<file path="src/rtl/if_stage_pkg.sv">
// Shared types and constants for the ARVI instruction fetch stage.
//   IF_XLEN     : datapath/PC width used by the fetch entry record
//   IF_NOP_INST : addi x0,x0,0, shown on an empty slot or on a fault entry
//   if_state_t  : fetch sequencer states
//   if_entry_t  : one IF/ID record {inst, pc, fault, misaligned}
package if_stage_pkg;

  localparam int unsigned IF_XLEN     = 32;
  localparam logic [31:0] IF_NOP_INST = 32'h0000_0013;

  typedef enum logic [1:0] {
    RUN,
    DISCARD,
    HALT
  } if_state_t;

  typedef struct packed {
    logic [31:0]        inst;
    logic [IF_XLEN-1:0] pc;
    logic               fault;
    logic               misaligned;
  } if_entry_t;

endpackage

</file>
<file path="src/rtl/if_skid_buf.sv">
// One-entry holding register for a fetched IF/ID record.
//   i_clk, i_rst : clock, synchronous active-high reset
//   i_clr        : drop the held entry (flush)
//   i_push       : capture i_entry (wins over i_pop in the same cycle)
//   i_pop        : release the held entry
//   o_valid      : an entry is held
//   o_entry      : the held entry
module if_skid_buf
  import if_stage_pkg::*;
(
  input  logic      i_clk,
  input  logic      i_rst,
  input  logic      i_clr,
  input  logic      i_push,
  input  logic      i_pop,
  input  if_entry_t i_entry,
  output logic      o_valid,
  output if_entry_t o_entry
);

  logic      valid_q, valid_d;
  if_entry_t entry_q, entry_d;

  always_comb begin
    valid_d = valid_q;
    entry_d = entry_q;
    if (i_clr) begin
      valid_d = 1'b0;
    end else if (i_push) begin
      valid_d = 1'b1;
      entry_d = i_entry;
    end else if (i_pop) begin
      valid_d = 1'b0;
    end
  end

  always_ff @(posedge i_clk) begin
    if (i_rst) begin
      valid_q <= 1'b0;
      entry_q <= '0;
    end else begin
      valid_q <= valid_d;
      entry_q <= entry_d;
    end
  end

  assign o_valid = valid_q;
  assign o_entry = entry_q;

endmodule

</file>
<file path="src/rtl/if_stage.sv">
// ARVI instruction fetch stage: owns the fetch PC, issues req/ack bus
// fetches and fills the IF/ID output slot consumed by decode.
//   i_clk, i_rst            : clock, synchronous active-high reset
//   i_stall                 : decode not accepting, slot holds
//   i_redirect/_pc          : branch/jump/trap flush and new fetch address
//   o_ibus_req/_addr        : instruction bus request and address
//   i_ibus_ack/_rdata/_err  : one-cycle response strobe with data/fault
//   o_valid, o_inst, o_pc   : IF/ID slot contents
//   o_ex_inst_fault         : slot entry is an instruction access fault
//   o_ex_inst_misaligned    : slot entry is a misaligned-target fault
module if_stage
  import if_stage_pkg::*;
#(
  parameter int unsigned     XLEN     = IF_XLEN,
  parameter logic [XLEN-1:0] PC_RESET = 32'h8000_0000,
  parameter logic [31:0]     NOP_INST = IF_NOP_INST
) (
  input  logic            i_clk,
  input  logic            i_rst,
  input  logic            i_stall,
  input  logic            i_redirect,
  input  logic [XLEN-1:0] i_redirect_pc,
  output logic            o_ibus_req,
  output logic [XLEN-1:0] o_ibus_addr,
  input  logic            i_ibus_ack,
  input  logic [31:0]     i_ibus_rdata,
  input  logic            i_ibus_err,
  output logic            o_valid,
  output logic [31:0]     o_inst,
  output logic [XLEN-1:0] o_pc,
  output logic            o_ex_inst_fault,
  output logic            o_ex_inst_misaligned
);

  if_state_t       state_q, state_d;
  logic [XLEN-1:0] fetch_pc_q, fetch_pc_d;
  logic [XLEN-1:0] discard_pc_q, discard_pc_d;
  logic            valid_q, valid_d;
  if_entry_t       slot_q, slot_d;

  logic            skid_valid, skid_push, skid_pop, skid_clr;
  if_entry_t       skid_entry, ack_entry, fault_entry;
  logic            can_load, ack_ok;

  if_skid_buf u_skid (
    .i_clk   (i_clk),
    .i_rst   (i_rst),
    .i_clr   (skid_clr),
    .i_push  (skid_push),
    .i_pop   (skid_pop),
    .i_entry (ack_entry),
    .o_valid (skid_valid),
    .o_entry (skid_entry)
  );

  // Bus request: RUN stops asking once the skid is occupied, so at most one
  // response can ever be waiting behind a stalled slot.
  always_comb begin
    o_ibus_req  = 1'b0;
    o_ibus_addr = fetch_pc_q;
    if (!i_rst) begin
      case (state_q)
        RUN:     o_ibus_req = !skid_valid;
        DISCARD: begin
          o_ibus_req  = 1'b1;
          o_ibus_addr = discard_pc_q;
        end
        default: o_ibus_req = 1'b0;
      endcase
    end
  end

  assign can_load = !valid_q || !i_stall;
  assign ack_ok   = i_ibus_ack && o_ibus_req;

  always_comb begin
    ack_entry = '{inst: (i_ibus_err ? NOP_INST : i_ibus_rdata), pc: fetch_pc_q,
                  fault: i_ibus_err, misaligned: 1'b0};
    // A misaligned target is only ever parked in fetch_pc while a discard
    // drains, so its fault record is built from fetch_pc in that case.
    fault_entry = '{inst: NOP_INST, pc: (i_redirect ? i_redirect_pc : fetch_pc_q),
                    fault: 1'b0, misaligned: 1'b1};

    state_d      = state_q;
    fetch_pc_d   = fetch_pc_q;
    discard_pc_d = discard_pc_q;
    valid_d      = valid_q;
    slot_d       = slot_q;
    skid_push    = 1'b0;
    skid_pop     = 1'b0;
    skid_clr     = 1'b0;

    if (i_redirect) begin
      skid_clr   = 1'b1;
      fetch_pc_d = i_redirect_pc;
      valid_d    = 1'b0;
      slot_d     = '{inst: NOP_INST, pc: slot_q.pc, fault: 1'b0, misaligned: 1'b0};
      if (state_q == DISCARD && !ack_ok) begin
        state_d = DISCARD;
      end else if (state_q != DISCARD && o_ibus_req && !ack_ok) begin
        state_d      = DISCARD;
        discard_pc_d = o_ibus_addr;
      end else if (i_redirect_pc[1:0] != 2'b00) begin
        state_d = HALT;
        valid_d = 1'b1;
        slot_d  = fault_entry;
      end else begin
        state_d = RUN;
      end
    end else begin
      if (can_load) begin
        valid_d = 1'b0;
        slot_d  = '{inst: NOP_INST, pc: slot_q.pc, fault: 1'b0, misaligned: 1'b0};
        if (skid_valid) begin
          valid_d  = 1'b1;
          slot_d   = skid_entry;
          skid_pop = 1'b1;
        end
      end
      case (state_q)
        RUN: begin
          if (ack_ok) begin
            fetch_pc_d = fetch_pc_q + XLEN'(4);
            if (i_ibus_err) state_d = HALT;
            if (can_load && !skid_valid) begin
              valid_d = 1'b1;
              slot_d  = ack_entry;
            end else begin
              skid_push = 1'b1;
            end
          end
        end
        DISCARD: begin
          if (ack_ok) begin
            if (fetch_pc_q[1:0] != 2'b00) begin
              state_d = HALT;
              valid_d = 1'b1;
              slot_d  = fault_entry;
            end else begin
              state_d = RUN;
            end
          end
        end
        default: state_d = HALT;
      endcase
    end
  end

  always_ff @(posedge i_clk) begin
    if (i_rst) begin
      state_q      <= RUN;
      fetch_pc_q   <= PC_RESET;
      discard_pc_q <= PC_RESET;
      valid_q      <= 1'b0;
      slot_q       <= '{inst: NOP_INST, pc: PC_RESET, fault: 1'b0, misaligned: 1'b0};
    end else begin
      state_q      <= state_d;
      fetch_pc_q   <= fetch_pc_d;
      discard_pc_q <= discard_pc_d;
      valid_q      <= valid_d;
      slot_q       <= slot_d;
    end
  end

  assign o_valid              = valid_q;
  assign o_inst               = slot_q.inst;
  assign o_pc                 = slot_q.pc;
  assign o_ex_inst_fault      = slot_q.fault;
  assign o_ex_inst_misaligned = slot_q.misaligned;

endmodule

</file>
<file path="config.mk">
export PLATFORM = sky130hd
export DESIGN_NAME = if_stage
export DESIGN_NICKNAME = d
export VERILOG_FILES = /design/src/rtl/if_stage_pkg.sv /design/src/rtl/if_skid_buf.sv /design/src/rtl/if_stage.sv
export SDC_FILE = /design/constraint.sdc
export NUM_CORES = 1
export LEC_CHECK = 0
export BUFFER_PORTS_ARGS = -buffer_cell sky130_fd_sc_hd__buf_4
export CORE_ASPECT_RATIO = 1.2
export CORE_MARGIN = 3
export CORE_UTILIZATION = 60
export CTS_CLUSTER_DIAMETER = 150
export CTS_CLUSTER_SIZE = 24
export DETAILED_ROUTE_END_ITERATION = 8
export HOLD_SLACK_MARGIN = 0.08
export MAX_ROUTING_LAYER = met4
export PLACE_DENSITY = 0.95
export SLEW_MARGIN = 30
export SYNTH_ARGS = -nofsm -noshare
export SYNTH_HDL_FRONTEND = slang
export SYNTH_SLANG_ARGS = --single-unit
</file>
<file path="constraint.sdc">
create_clock -name i_clk -period 6.7 [get_ports i_clk]
set_input_delay 1.005 -clock i_clk [delete_from_list [all_inputs] [get_ports i_clk]]
set_output_delay 1.005 -clock i_clk [all_outputs]
set_load 0.03 [all_outputs]
</file>
# After elaboration in Yosys (flattened, before gate mapping)
# Index checks and enable logic that the tools add are counted.
[op_classes] shift=0 mux=49 reduce_logical=22 n_div=0 n_mul=0 n_lt_le_gt_ge=0 n_addsub=1 eq_ne=8 bitwise_logic=2
[ops] cell="$mux 66" n=7
[ops] cell="$mux 32" n=7
[ops] cell="$pmux 66 s2" n=1
[ops] cell="$mux 34" n=3
[ops] cell="$add 32x3->32 const B" n=1
[ops] cell="$mux 1" n=20
[ops] cell="$mux 2" n=8
[ops] cell="$reduce_bool 2->1" n=5
[ops] cell="$ne 3x3->1 const B" n=3
[ops] cell="$reduce_and 3->1" n=3
[ops] cell="$logic_and 1x1->1" n=5
[ops] cell="$logic_not 1->1" n=4
[ops] cell="$ne 2x1->1 const B" n=2
[ops] cell="$ne 2x2->1 const B" n=2
[ops] cell="$pmux 1 s2" n=2
[ops] cell="$pmux 2 s2" n=1
[ops] cell="$reduce_and 2->1" n=2
[ops] cell="$eq 2x1->1 const B" n=1
[ops] cell="$logic_not 2->1" n=1
[ops] cell="$not 1->1" n=2
[ops] cell="$reduce_or 2->1" n=1
[ops] cell="$logic_or 1x1->1" n=1
[totals] regBits=199 ramBits=0 mem_count=0 out_inout_bits=100 inputBits=70 wordCells=94 rom_bits=0 latchBits=0

# Depth between registers and ports, before layout
[logic_depth] depth_word=9 depth_mapped=8 ltp_nobuf=5

# By module
# From an unflattened synthesis, not the netlist that was laid out.
[hier_totals] cells_unflattened=1267 hier_area_um2=10911.7
[modules_own_cells] module="if_stage" area_each_um2=7875.1 instances=1 cells_each=963
[modules_own_cells] module="if_skid_buf" area_each_um2=3036.7 instances=1 cells_each=304

# Least setup slack after synthesis
# No wires, ideal clock.
[synth_path] path_type="in2out" start="input i_rst" end="output o_ibus_addr[12]" arrival_ns=2.409 stages=5 slack_ns=3.286 path_buffers=3 cell_sequence="clkbuf_1 -> nor2b_1 -> clkbuf_1 -> buf_1 -> o21ai_0"
[synth_via] elab_chain_len=1
[synth_lines] element="start: declaration" line="if_stage.sv:19" source="input logic i_rst,"
[synth_lines] element="$mux 32" line="if_stage.sv:61" source="if (!i_rst) begin"
[synth_lines] element="end: declaration" line="if_stage.sv:24" source="output logic [XLEN-1:0] o_ibus_addr,"
# No other way between the ends.

# Worst setup path in the final report
[layout_path] start="input i_rst" end="output o_ibus_addr[30]"
# The elaborated chain is that of the path after synthesis.

==> metrics.md <==
| Metric | Value |
|---|---|
| Pwr/cell area | `240.2 mW/mm^2` |
| Worst setup margin | `2.992 ns` |
| FF+latch count, synth | `199` |
| P_leak | `4.153 nW` |
| Commonest non-fill, non-tap cell in the layout | `nand2_1` |
| Routed WL per cell | `18.03 um` |
| P&R area growth vs syn | `19.71%` |
| Fin. Hold Viols | `0` |
| Initial antenna violation count | `0` |
| Clk sinks | `199` |
| Cts bufs inserted | `17` |
| # hold bufs at CTS | `0` |
| Crit. Startpoint | `i_rst` |
| F_max | `269.7 MHz` |
| Layout cells sized above 1 | `19.50%` |
| DR WL met2 | `12890 um` |
| Peak supply drop | `0.2042 mV` |
| Post-Syn Area | `0.009311 sq mm` |
| Clk_lat worst skew | `0.44 ns` |
| Most frequent cells in the layout | `286 x nand2_1, 199 x dfxtp_1, 184 x buf_4, 136 x a21oi_1, 100 x nor2_1` |
| Area contributors post-synth | `dfxtp_1 43%, nand2_1 12%, a21oi_1 7.3%` |
| Hold WC Path Type | `reg2reg` |
| Min-Delay Startpoint | `discard_pc_q[14]` |
| Post-cts repair resize count | `0` |
| Uppermost layer routed | `met4` |
| Initial DRC count | `1084` |
| Post-CTS Setup Bufs | `0` |
| FF-to-FF Start | `u_skid.o_valid` |
| Crit path max-delay family | `buffers and inverters` |
| RSZ-0062 raised after global routing | `false` |
| Max Root-Sink Buffers | `2` |
| Sequential cell area | `0.003984 sq mm` |
| CTS clk-pin slew, worst paths | `0.07 ns` |
| Critical Path AT | `2.70 ns` |
| H-tree levels | `4` |
| Period Utilization, post-route | `55.35%` |
| DR DRC count | `0` |
| Final nets | `1367` |
| Routed vias/inst | `6.208` |
| Net count after synthesis | `1274` |
| Setup TNS | `0 ns` |
| Max Slew Vio Count | `0` |
| Worst path bufs/invs | `3` |
| Total GRT Usage | `32.20%` |
| Starting Density | `61.74%` |
| Crit path launch type | `input pin` |
| Worst-Margin Slew | `1.023 ns` |
| Maximum fanout along the worst path | `82` |
| Register area share after synthesis | `42.78%` |
| Status | `complete, no violations` |
| Die area | `0.01706 sq mm` |
| Area of the multi-input gates | `0.004900 sq mm` |
| Ports | `170` |
| DR WL met3 | `2857 um` |
| Vias in the first global route | `8946` |
| First-pass GRT wire length | `43780 um` |
| Area leader, netlist | `dfxtp_1` |
| Post-synth EDFFs | `0` |
| Syn avg cell area | `7.740 sq um` |
| DR vias | `9387` |
| CP Capture Type | `primary output` |
| Dpl ws | `2.660 ns` |
| Max cap viols | `0` |
| Crit path top cell by count | `buf_4` |
| CTS Root Cell | `clkbuf_16` |
| Ant diodes | `0` |
| Crit path cell chain | `buf_4, nor2b_2, buf_4, o21ai_0, buf_4` |
| Synth top area share | `42.78%` |
| Std cell rows | `49` |
| Global route overflow | `0` |
| Total wire length | `27260 um` |
| Gpl congestion | `0.8575` |
| Final setup violation count | `0` |
| Critical-path top delay cell | `buf_4` |
| Asr flop ratio synth | `0%` |
| Crit path time final | `3.708 ns` |
| Die height | `142.5 um` |
| Largest net degree at the start of global routing | `95` |
| Distinct cells, synth | `51` |
| Number of fill cells in the layout | `1121` |
| I/O Buffers | `169` |
| Setup skew after layout | `0.009184 ns` |
| Wire length on met1 | `10390 um` |
| Die width | `119.7 um` |
| Mapped Cells | `1203` |
| Data required, critical path | `5.69 ns` |
| First-pass DRT Iterations | `6` |
| Relative slew slack | `31.41%` |
| Synth Warn # | `0` |
| Final antenna-violating net count | `0` |
| Core Box Area | `0.01508 sq mm` |
| Worst Setup Path Type | `in2out` |
| Main synth FF type | `dfxtp_1` |
| Worst path max stage delay | `0.64 ns` |
| TritonCTS clock tree | `built` |
| DP HPWL | `17130 um` |
flip-flops by register name, indices dropped and copies added (netlist names):
signal,cells
discard_pc_q,32
fetch_pc_q,32
o_ex_inst_fault,1
o_ex_inst_misaligned,1
o_inst,32
o_pc,32
o_valid,1
state_q,2
u_skid.o_entry,65
u_skid.o_valid,1
final timing paths:
path / cells past startpoint / endpoint / slack [ns]
worst max-delay path: 5 / o_ibus_addr[30] / 2.99
worst min-delay path: 2 / discard_pc_q[14] / 0.45
worst max register to register: 6 / fetch_pc_q[30] / 3.56
worst min register to register: 2 / discard_pc_q[14] / 0.45
final cells by class:
type                       count  share of cell area [%]
multi-input combinational    887                   43.96
sequential                   199                   35.74
inverter                       7                  0.2357
tap                          204                   2.290
clock inverter                 7                   1.066
timing repair buffer         184                   12.39
clock buffer                  24                   4.321
Yosys cell counts (all sizes together) (2+ instances only):
master,n
a21oi,136
a22oi,56
a2111oi,2
xnor2,19
nor3,14
a22o,3
nor2b,33
a222oi,5
mux2,28
nor4,9
clkbuf,82
a311oi,7
dfxtp,199
nand3,38
mux2i,29
or2,2
o22ai,26
nor3b,2
and4,4
or3,10
o21ai,16
xor2,3
o21ba,2
buf,28
and3,9
nand4,6
nor2,100
and2,5
a211oi,21
nand2,287
nand2b,3
inv,7
logic make-up (layout without fill, tap and decap cells):
kind of cell | Yosys count | in the layout | share of synthesized area [%]
muxes | 57 | 57 | 6.504
adders and majority gates | 1 | 1 | 0.1344
and+or+nand+nor | 527 | 527 | 24.86
xor gates and xnor gates | 22 | 22 | 2.069
buffers and inverters | 117 | 222 | 5.133
AOI/OAI and AO/OA | 280 | 280 | 18.52
DFF | 199 | 199 | 42.78
per-layer routing:
| metal | vias to the layer above | track usage [%] |
|---|---|---|
| li1 | 4328 | - |
| met1 | 4337 | 39.17 |
| met5 | - | - |
| met3 | 116 | 6.282 |
| met2 | 606 | 50.98 |
| met4 | 0 | 16.65 |
per-stage QoR:
| stage | cells | hold slack, ns | cell area (sq um) | util [%] | power (mW) |
|---|---|---|---|---|---|
| global placement | 1481 | 0.4376 | 10530 | 69.84 | 1.629 |
| floorplan | 1203 | 0.4329 | 9311 | - | 1.502 |
| finish | 1512 | 0.4495 | 11150 | 73.91 | 2.678 |
| CTS | 1512 | 0.4518 | 11150 | 73.91 | 2.672 |
| detailed placement | 1481 | 0.4428 | 10550 | 69.93 | 1.638 |
| global route | 1512 | 0.4715 | 11150 | 73.91 | 2.755 |
worst reg2reg max path: stages (launching register included):
cell and delay [ns]:
dfxtp_1 0.30, buf_4 0.26, nor4_4 0.46, nand4_1 0.61
or4_1 0.80, or3_1 0.34, a311oi_1 0.27
power breakdown:
part | internal, mW | switching (mW) | total (mW)
combinational | 0.136 | 0.218 | 0.354
sequential | 1.22 | 0.0482 | 1.27
clock | 0.616 | 0.442 | 1.06
total | 1.97 | 0.708 | 2.68
Power figures use the tool's default switching activity.
